[src/rtl/div_restoring_seq.sv]
// div_restoring_seq: sequential restoring divider, one quotient bit per clock
module div_restoring_seq #(
  parameter int WIDTH = 4
) (
  input  logic             clk,
  input  logic             rst_n,
  input  logic             start,
  input  logic [WIDTH-1:0] A,
  input  logic [WIDTH-1:0] B,
  output logic [WIDTH-1:0] Q,
  output logic [WIDTH-1:0] R,
  output logic             busy,
  output logic             done,
  output logic             div_zero
);
  localparam int CW = $clog2(WIDTH + 1);
  typedef enum logic [1:0] {IDLE, RUN, FIN} state_t;
  state_t           r_state, w_state_nx;
  logic [WIDTH-1:0] r_dvd, r_dvs, r_p;
  logic [CW-1:0]    r_cnt;
  logic             r_dz;
  logic             w_accept, w_last;
  logic [WIDTH:0]   w_sh, w_t;
  logic [WIDTH-1:0] w_p_nx, w_dvd_nx;
  assign w_accept = start && (r_state != RUN);
  assign w_last   = (r_state == RUN) && (r_cnt == CW'(1));
  // The restored remainder is always below the divisor, so WIDTH bits hold it;
  // only the shifted trial needs the extra bit to expose the borrow.
  assign w_sh     = {r_p, r_dvd[WIDTH-1]};
  assign w_t      = w_sh - {1'b0, r_dvs};
  assign w_p_nx   = w_t[WIDTH] ? w_sh[WIDTH-1:0] : w_t[WIDTH-1:0];
  assign w_dvd_nx = {r_dvd[WIDTH-2:0], ~w_t[WIDTH]};
  // state register
  always_ff @(posedge clk or negedge rst_n) begin
    if (!rst_n) r_state <= IDLE;
    else        r_state <= w_state_nx;
  end
  // next state: a start in IDLE or FIN always launches RUN; divide-by-zero runs a single pass
  always_comb begin
    w_state_nx = r_state;
    if (w_accept)              w_state_nx = RUN;
    else if (r_state == FIN)   w_state_nx = IDLE;
    else if (w_last)           w_state_nx = FIN;
  end
  // handshake outputs decoded from state
  always_comb begin
    busy = (r_state == RUN);
    done = (r_state == FIN);
  end
  // iteration datapath: operand capture, shift/trial-subtract/restore, counter
  always_ff @(posedge clk or negedge rst_n) begin
    if (!rst_n) begin
      r_dvd <= '0;
      r_dvs <= '0;
      r_p   <= '0;
      r_cnt <= '0;
      r_dz  <= 1'b0;
    end else if (w_accept) begin
      r_dvd <= A;
      r_dvs <= B;
      r_p   <= '0;
      r_dz  <= (B == '0);
      r_cnt <= (B == '0) ? CW'(1) : CW'(WIDTH);
    end else if (r_state == RUN) begin
      r_cnt <= r_cnt - CW'(1);
      if (!r_dz) begin
        r_p   <= w_p_nx;
        r_dvd <= w_dvd_nx;
      end
    end
  end
  // results load only on the final RUN edge so no partial value is ever visible
  always_ff @(posedge clk or negedge rst_n) begin
    if (!rst_n) begin
      Q        <= '0;
      R        <= '0;
      div_zero <= 1'b0;
    end else if (w_last) begin
      Q        <= r_dz ? '1 : w_dvd_nx;
      R        <= r_dz ? r_dvd : w_p_nx;
      div_zero <= r_dz;
    end
  end
endmodule

[config.mk]
export PLATFORM = sky130hd
export DESIGN_NAME = div_restoring_seq
export DESIGN_NICKNAME = d
export VERILOG_FILES = /design/src/rtl/div_restoring_seq.sv
export SDC_FILE = /design/constraint.sdc
export NUM_CORES = 1
export LEC_CHECK = 0
export ABC_AREA = 0
export CAP_MARGIN = 20
export CELL_PAD_IN_SITES_DETAIL_PLACEMENT = 1
export CELL_PAD_IN_SITES_GLOBAL_PLACEMENT = 2
export CORE_MARGIN = 2
export CORE_UTILIZATION = 36
export DETAILED_ROUTE_END_ITERATION = 10
export GPL_TIMING_DRIVEN = 0
export PLACE_DENSITY = 0.86
export SYNTH_ARGS = -nofsm -noshare
export SYNTH_HDL_FRONTEND = slang
export SYNTH_SLANG_ARGS = --single-unit
export TNS_END_PERCENT = 5
[constraint.sdc]
create_clock -name clk -period 4.1 [get_ports clk]
set_input_delay 1.23 -clock clk [delete_from_list [all_inputs] [get_ports clk]]
set_output_delay 1.23 -clock clk [all_outputs]
set_load 0.02 [all_outputs]
==> flow_metrics.tcl, run 1 <==
set metrics [dict create \
    status "finished, final reports clean" \
    die_area_sq_um 4456 \
    antenna_cells 0 \
    clk_pin_slew_worst_paths_ns 0.10 \
    fin_worst_skew_ns 0.006416 \
    clockBufferDepth 2 \
    synth_compound_area_share_pct 14.30 \
    r2r-end "r_p[1]" \
    start_util_pct 38.15 \
    synth-seq-cells 27 \
    synth_most_common_cell "nand2_1" \
    synth_edf_count 0 \
    vias 1080 \
    grt_pass1_vias 1122 \
    setup_viol 0 \
    clock-sinks 27 \
    worstReg2RegStart "r_dvd[3]" \
    dpl.hpwl_um 2495 \
    holdCritStartpoint "Q[2]" \
    design_area_sq_um 1748 \
    tns_ns 0 \
    synthTopCellsByCount "nand2_1 (31), dfrtp_1 (27), nor2_1 (9)" \
    drtIter0Drc 50 \
    cts_tree "done" \
    root_buffer "clkbuf_8" \
    clkPwrFrac_pct 9.2 \
    die_y_um 66.75 \
    drv_cap 0 \
    min_path_type "flip-flop to flip-flop" \
    synth_mux_area_share_pct 4.325 \
    cts_setup_buffers 0 \
    synth_flop_cell "dfrtp_1" \
    ys.warnings.count 0 \
    synth-async-reset-ratio_pct 100.0 \
    h-tree-depth 1 \
    p_leak_nw 0.8221 \
    crit_path_end_kind "primary output" \
    gp_congestion 0.8097 \
    worstSetupPathDepth 4 \
    hold_violations 0 \
    max_stage_delay_ns 0.61 \
    syn_area_per_cell_sq_um 10.05 \
    met3_length_um 120 \
    ys_types 40 \
    core_sq_um 3716 \
    crit_type "flip-flop to primary output" \
    required_ns 2.87 \
    yosys.area_share.simple_pct 19.51 \
    synth-xor-area-share_pct 3.177 \
    port-buffer-count 21 \
    tightest_slew_ns 0.7324 \
    ios 22 \
    irDropWorstVdd_v 0.0002397 \
    drive_above_1_share_pct 11.38 \
    syn_inst 141 \
    crit_chain "nand2b_1 -> buf_2 -> inv_2 -> clkdlybuf4s50_1" \
    grt_pass1_wl_um 5589 \
    r2r_slack_ns 1.80 \
    antenna_found_initial 0 \
    synthAdderAreaFrac_pct 6.708 \
    fillers 428 \
    pwr-share-comb_pct 61.3 \
    reg2reg_depth 8 \
    power_density_nw_per_um2 962.1 \
    hold_buffers 0 \
    post-route-period-util_pct 71.71 \
    synth_top_area_cell "dfrtp_1" \
    power.switching_w 0.0007535 \
    maxSlewViolCount 0 \
    critPathMaxFanout 7 \
    cts.repair.resized 0 \
    gr-usage-all-layers_pct 16.83 \
    fmax_ghz 0.3401 \
    syn_area_sq_um 1418 \
    ys_seq_area_share_pct 47.66 \
    arrival_ns 1.71 \
    via_per_inst 5.023 \
    cp_slowest_cell "clkdlybuf4s50_1" \
    crit_family "buffers and inverters" \
    ant_nets 0 \
    synth_top_family_by_area "simple AND/OR/NAND/NOR gates" \
    fp.dieW_um 66.75 \
    whs_path_depth 2 \
    synth_top_area_share_pct 47.66 \
    area_delta_synth_final_pct 23.30 \
    m1WireLength_um 1546 \
    grt_max_degree 15 \
    hold_path_end "Q[2]" \
    multi_input_area_sq_um 680.7 \
    start_kind "flip-flop" \
    numCtsBuffers 3 \
    dr.pass1.iters 4 \
    highest_layer "met4" \
    ys_top_cells_by_area "dfrtp_1 (48%), nand2_1 (8.2%), ha_1 (5.3%)" \
    drc 0 \
    seq_power_share_pct 29.5 \
    min_period_ns 2.940 \
    grt-ovfl-total 0 \
    routed_wl_um 3253 \
    nets 186 \
    rsz0062_at_grt "false" \
    synth_nets 159 \
    wl_per_cell_um 15.13 \
    regArea_sq_um 675.6 \
    wl_met2_um 1542 \
    rows 22 \
    p_int_w 0.0009282 \
    swShare_pct 44.81 \
    timing.critical_path.buf_inv 3 \
    placed_area_sq_um 1703 \
    clock_latency_ns 0.28 \
    maxSlewHeadroom_pct 51.02 \
]
## worst reg2reg max path: cells and delay by family (launching register included)
family / cells / cell delay [ns]
buffers and inverters: 1 / 0.06
and+or+nand+nor: 1 / 0.22
adders and majority gates: 2 / 0.63
muxes: 1 / 0.36
AOI/OAI and AO/OA: 2 / 0.38
xor gates and xnor gates: 1 / 0.20
DFF: 1 / 0.37
## worst max path at each step
| stage | slack, ns | start | endpoint |
|---|---|---|---|
| floorplan | 2.01 | B[1] | r_cnt[0] |
| global placement | 1.37 | rst_n | r_dvs[2] |
| detailed placement | 1.47 | r_state[1] | busy |
| CTS | 1.15 | r_state[1] | busy |
| global route | 1.05 | r_state[1] | busy |
| finish | 1.16 | r_state[1] | busy |
## per-stage QoR
step / utilization, % / hold slack, ns / total power, W / setup slack [ns] / cells
after detailed placement: 45.82 / 0.4640 / 0.001536 / 1.473 / 211
after global routing: 47.04 / 0.5211 / 0.001833 / 1.047 / 215
final: 47.04 / 0.4771 / 0.001682 / 1.160 / 215
after CTS: 47.04 / 0.4855 / 0.001699 / 1.152 / 215
after global placement: 45.42 / 0.4500 / 0.001488 / 1.373 / 210
after floorplan: - / 0.4497 / 0.001236 / 2.010 / 141
## cell usage in the layout (no fill, tap or decap), types with 2 or more instances in the layout
cell type / n
a22o_1: 2
a21oi_1: 3
nand2b_1: 2
nor2_1: 9
clkbuf_8: 3
buf_4: 2
ha_1: 6
nand3b_1: 2
a21o_1: 3
o21ai_1: 6
a22oi_1: 2
inv_1: 7
o31ai_2: 2
nor2_2: 2
mux2i_1: 5
a31oi_1: 2
dfrtp_1: 27
o21ai_0: 5
clkdlybuf4s50_1: 21
nand2_1: 31
nand3_1: 2
## state kept, by name, indices dropped and copies added, names as in the netlist
register,flops
r_cnt,3
r_state,2
r_p,4
Q,4
r_dz,1
div_zero,1
R,4
r_dvd,4
r_dvs,4
## cell families (layout without fill, tap and decap cells)
family	count (synthesis)	in the layout
AO/OA/AOI/OAI	29	29
multiplexers	6	6
flip-flops	27	27
adder cells (fa/ha/maj)	7	7
buffers and inverters	12	38
XOR/XNOR	3	3
AND/OR/NAND/NOR	57	57
## routing by layer
layer	track usage (%)	up-vias
met5	0	-
met4	5.357	0
met3	2.027	5
met2	27.38	25
met1	23.31	519
li1	-	531
## area by class of cell
type                    instances  share of cell area, %
multi-input cells             102                  38.94
inverters                       8                  1.718
repair buffers                 22                  12.88
well taps                      48                  3.436
clock buffers                   4                  2.577
plain buffers                   4                  1.790
flip-flops and latches         27                  38.65
## power by group through the flow
stage	Combinational, W	Sequential, W	Clock (W)
after CTS	0.00104	0.000498	0.000156
final	0.00103	0.000496	0.000155
after global routing	0.00115	0.000515	0.000169
after floorplan	0.000710	0.000527	0
after global placement	0.000993	0.000495	0
after detailed placement	0.00103	0.000504	0
Note: power is estimated with default switching activity, not from simulation.
==> run 2, diff against run 1 <==
--- a/config.mk
+++ b/config.mk
@@ -10,10 +10,10 @@
 export CELL_PAD_IN_SITES_DETAIL_PLACEMENT = 1
 export CELL_PAD_IN_SITES_GLOBAL_PLACEMENT = 2
 export CORE_MARGIN = 2
-export CORE_UTILIZATION = 36
+export CORE_UTILIZATION = 30
 export DETAILED_ROUTE_END_ITERATION = 10
 export GPL_TIMING_DRIVEN = 0
-export PLACE_DENSITY = 0.86
+export PLACE_DENSITY = 0.77
 export SYNTH_ARGS = -nofsm -noshare
 export SYNTH_HDL_FRONTEND = slang
 export SYNTH_SLANG_ARGS = --single-unit
==> constraint.sdc (replaced) <==
create_clock -name clk -period 2.6 [get_ports clk]
set_input_delay 0.78 -clock clk [delete_from_list [all_inputs] [get_ports clk]]
set_output_delay 0.78 -clock clk [all_outputs]
set_load 0.02 [all_outputs]
==> run 2 against run 1 <==
Wire length decreased by 2.1%. Count of clock-buffer cells in the layout is 1 lower. Clock power up 62%. First-iteration DRC count shrank 34%. Critical endpoint unchanged. Largest power group unchanged.
==> flow_metrics.tcl, run 2 (synthesized netlist as in run 1, its figures left out) <==
set metrics [dict create \
    start_kind "flip-flop" \
    port-buffer-count 21 \
    met1_usage_pct 17.00 \
    post-route-period-util_pct 95.70 \
    grt_use_met2_pct 22.63 \
    crit_path_end_kind "primary output" \
    tns_ns 0 \
    fp.dieW_um 72.74 \
    vias 1065 \
    grt-ovfl-total 0 \
    routed_wl_um 3184 \
    ios 22 \
    power_density_nw_per_um2 1498 \
    required_ns 1.82 \
    design_area_sq_um 1759 \
    nets 186 \
    status "finished, final reports clean" \
    maxSlewViolCount 0 \
    via_per_inst 4.819 \
    area_delta_synth_final_pct 24.10 \
    hold_buffers 0 \
    grt_pass1_wl_um 5451 \
    h-tree-depth 1 \
    fmax_ghz 0.4019 \
    whs_path_depth 2 \
    irDropWorstVdd_v 0.0004257 \
    gr-usage-all-layers_pct 13.50 \
    fin_worst_skew_ns 0.002891 \
    cts_tree "done" \
    dpl.hpwl_um 2549 \
    critPathMaxFanout 7 \
    root_buffer "clkbuf_8" \
    hold_violations 0 \
    clock_latency_ns 0.28 \
    crit_type "flip-flop to primary output" \
    rows 25 \
    grt_max_degree 17 \
    layout_commonest_cell "nand2_1" \
    tightest_slew_ns 0.6700 \
    arrival_ns 1.71 \
    min_period_ns 2.488 \
    grt.busiest_layer "met2" \
    antenna_found_initial 0 \
    placed_area_sq_um 1710 \
    rsz0062_at_grt "false" \
    cts.repair.resized 0 \
    grt_pass1_vias 1163 \
    final_core_util_pct 38.00 \
    cts_setup_buffers 0 \
    wl_per_cell_um 14.41 \
    die_area_sq_um 5291 \
    drv_cap 0 \
    reg2reg_depth 8 \
    ant_nets 0 \
    numCtsBuffers 3 \
    maxSlewHeadroom_pct 55.19 \
    clockBufferDepth 2 \
    die_y_um 72.74 \
    clk_pin_slew_worst_paths_ns 0.10 \
    core_sq_um 4629 \
    setup_viol 0 \
    power_w 0.002636 \
    start_util_pct 30.62 \
    antenna_cells 0 \
    drtIter0Drc 33 \
    min_path_type "flip-flop to flip-flop" \
    dr.pass1.iters 4 \
    drc 0 \
    gp_congestion 0.7357 \
    clock-sinks 27 \
    p_leak_nw 0.8210 \
    mostFrequentLayoutCells "nand2_1 (31), dfrtp_1 (27), clkdlybuf4s50_1 (21)" \
    use_met3_pct 1.934 \
    drive_above_1_share_pct 11.98 \
]
[run 2: layer usage]
layer  wire, um  vias up
li1           -      529
met1       1475      508
met2       1561       21
met3         85        7
met4         62        0
met5          0        -
[run 2: stage by stage]
| step | setup slack [ns] | hold WS [ns] | instances |
|---|---|---|---|
| finish | 0.1118 | 0.4748 | 221 |
| floorplan | 0.6019 | 0.4497 | 141 |
| CTS | 0.09035 | 0.4861 | 221 |
| detailed placement | 0.4050 | 0.4628 | 217 |
| global placement | 0.3356 | 0.4495 | 216 |
| global route | 0.02105 | 0.5097 | 221 |
[run 2: critical path: stages, from the launching register on]
cell and delay, ns:
dfrtp_1 0.40, nand2b_1 0.14, buf_2 0.17, inv_2 0.11, clkdlybuf4s50_1 0.61
[run 2: path summary, 6_finish.rpt]
check / slack (ns) / endpoint / startpoint
worst max-delay path: 0.11 / busy / r_state[1]
worst min-delay path: 0.47 / Q[1] / Q[1]
worst max register to register: 0.38 / r_p[0] / r_dvd[3]
worst min register to register: 0.47 / Q[1] / Q[1]
max in group asynchronous: 1.17 / r_dvd[0] / rst_n
min in group asynchronous: 0.90 / r_cnt[2] / rst_n
[run 2: cell type report]
| cell class | instances | area (sq um) |
|---|---|---|
| clock inverters | 1 | 7.507 |
| inverters | 8 | 30.03 |
| plain buffers | 4 | 31.28 |
| multi-input cells | 102 | 680.7 |
| clock buffers | 3 | 41.29 |
| fillers | 538 | 2870 |
| repair buffers | 22 | 225.2 |
| well taps | 54 | 67.56 |
| flip-flops and latches | 27 | 675.6 |
[run 2: power breakdown]
part	internal, W	leakage [nW]	switching (W)
clock	0.000109	0.0217	0.000142
sequential	0.000632	0.331	0.000149
combinational	0.000723	0.468	0.000881
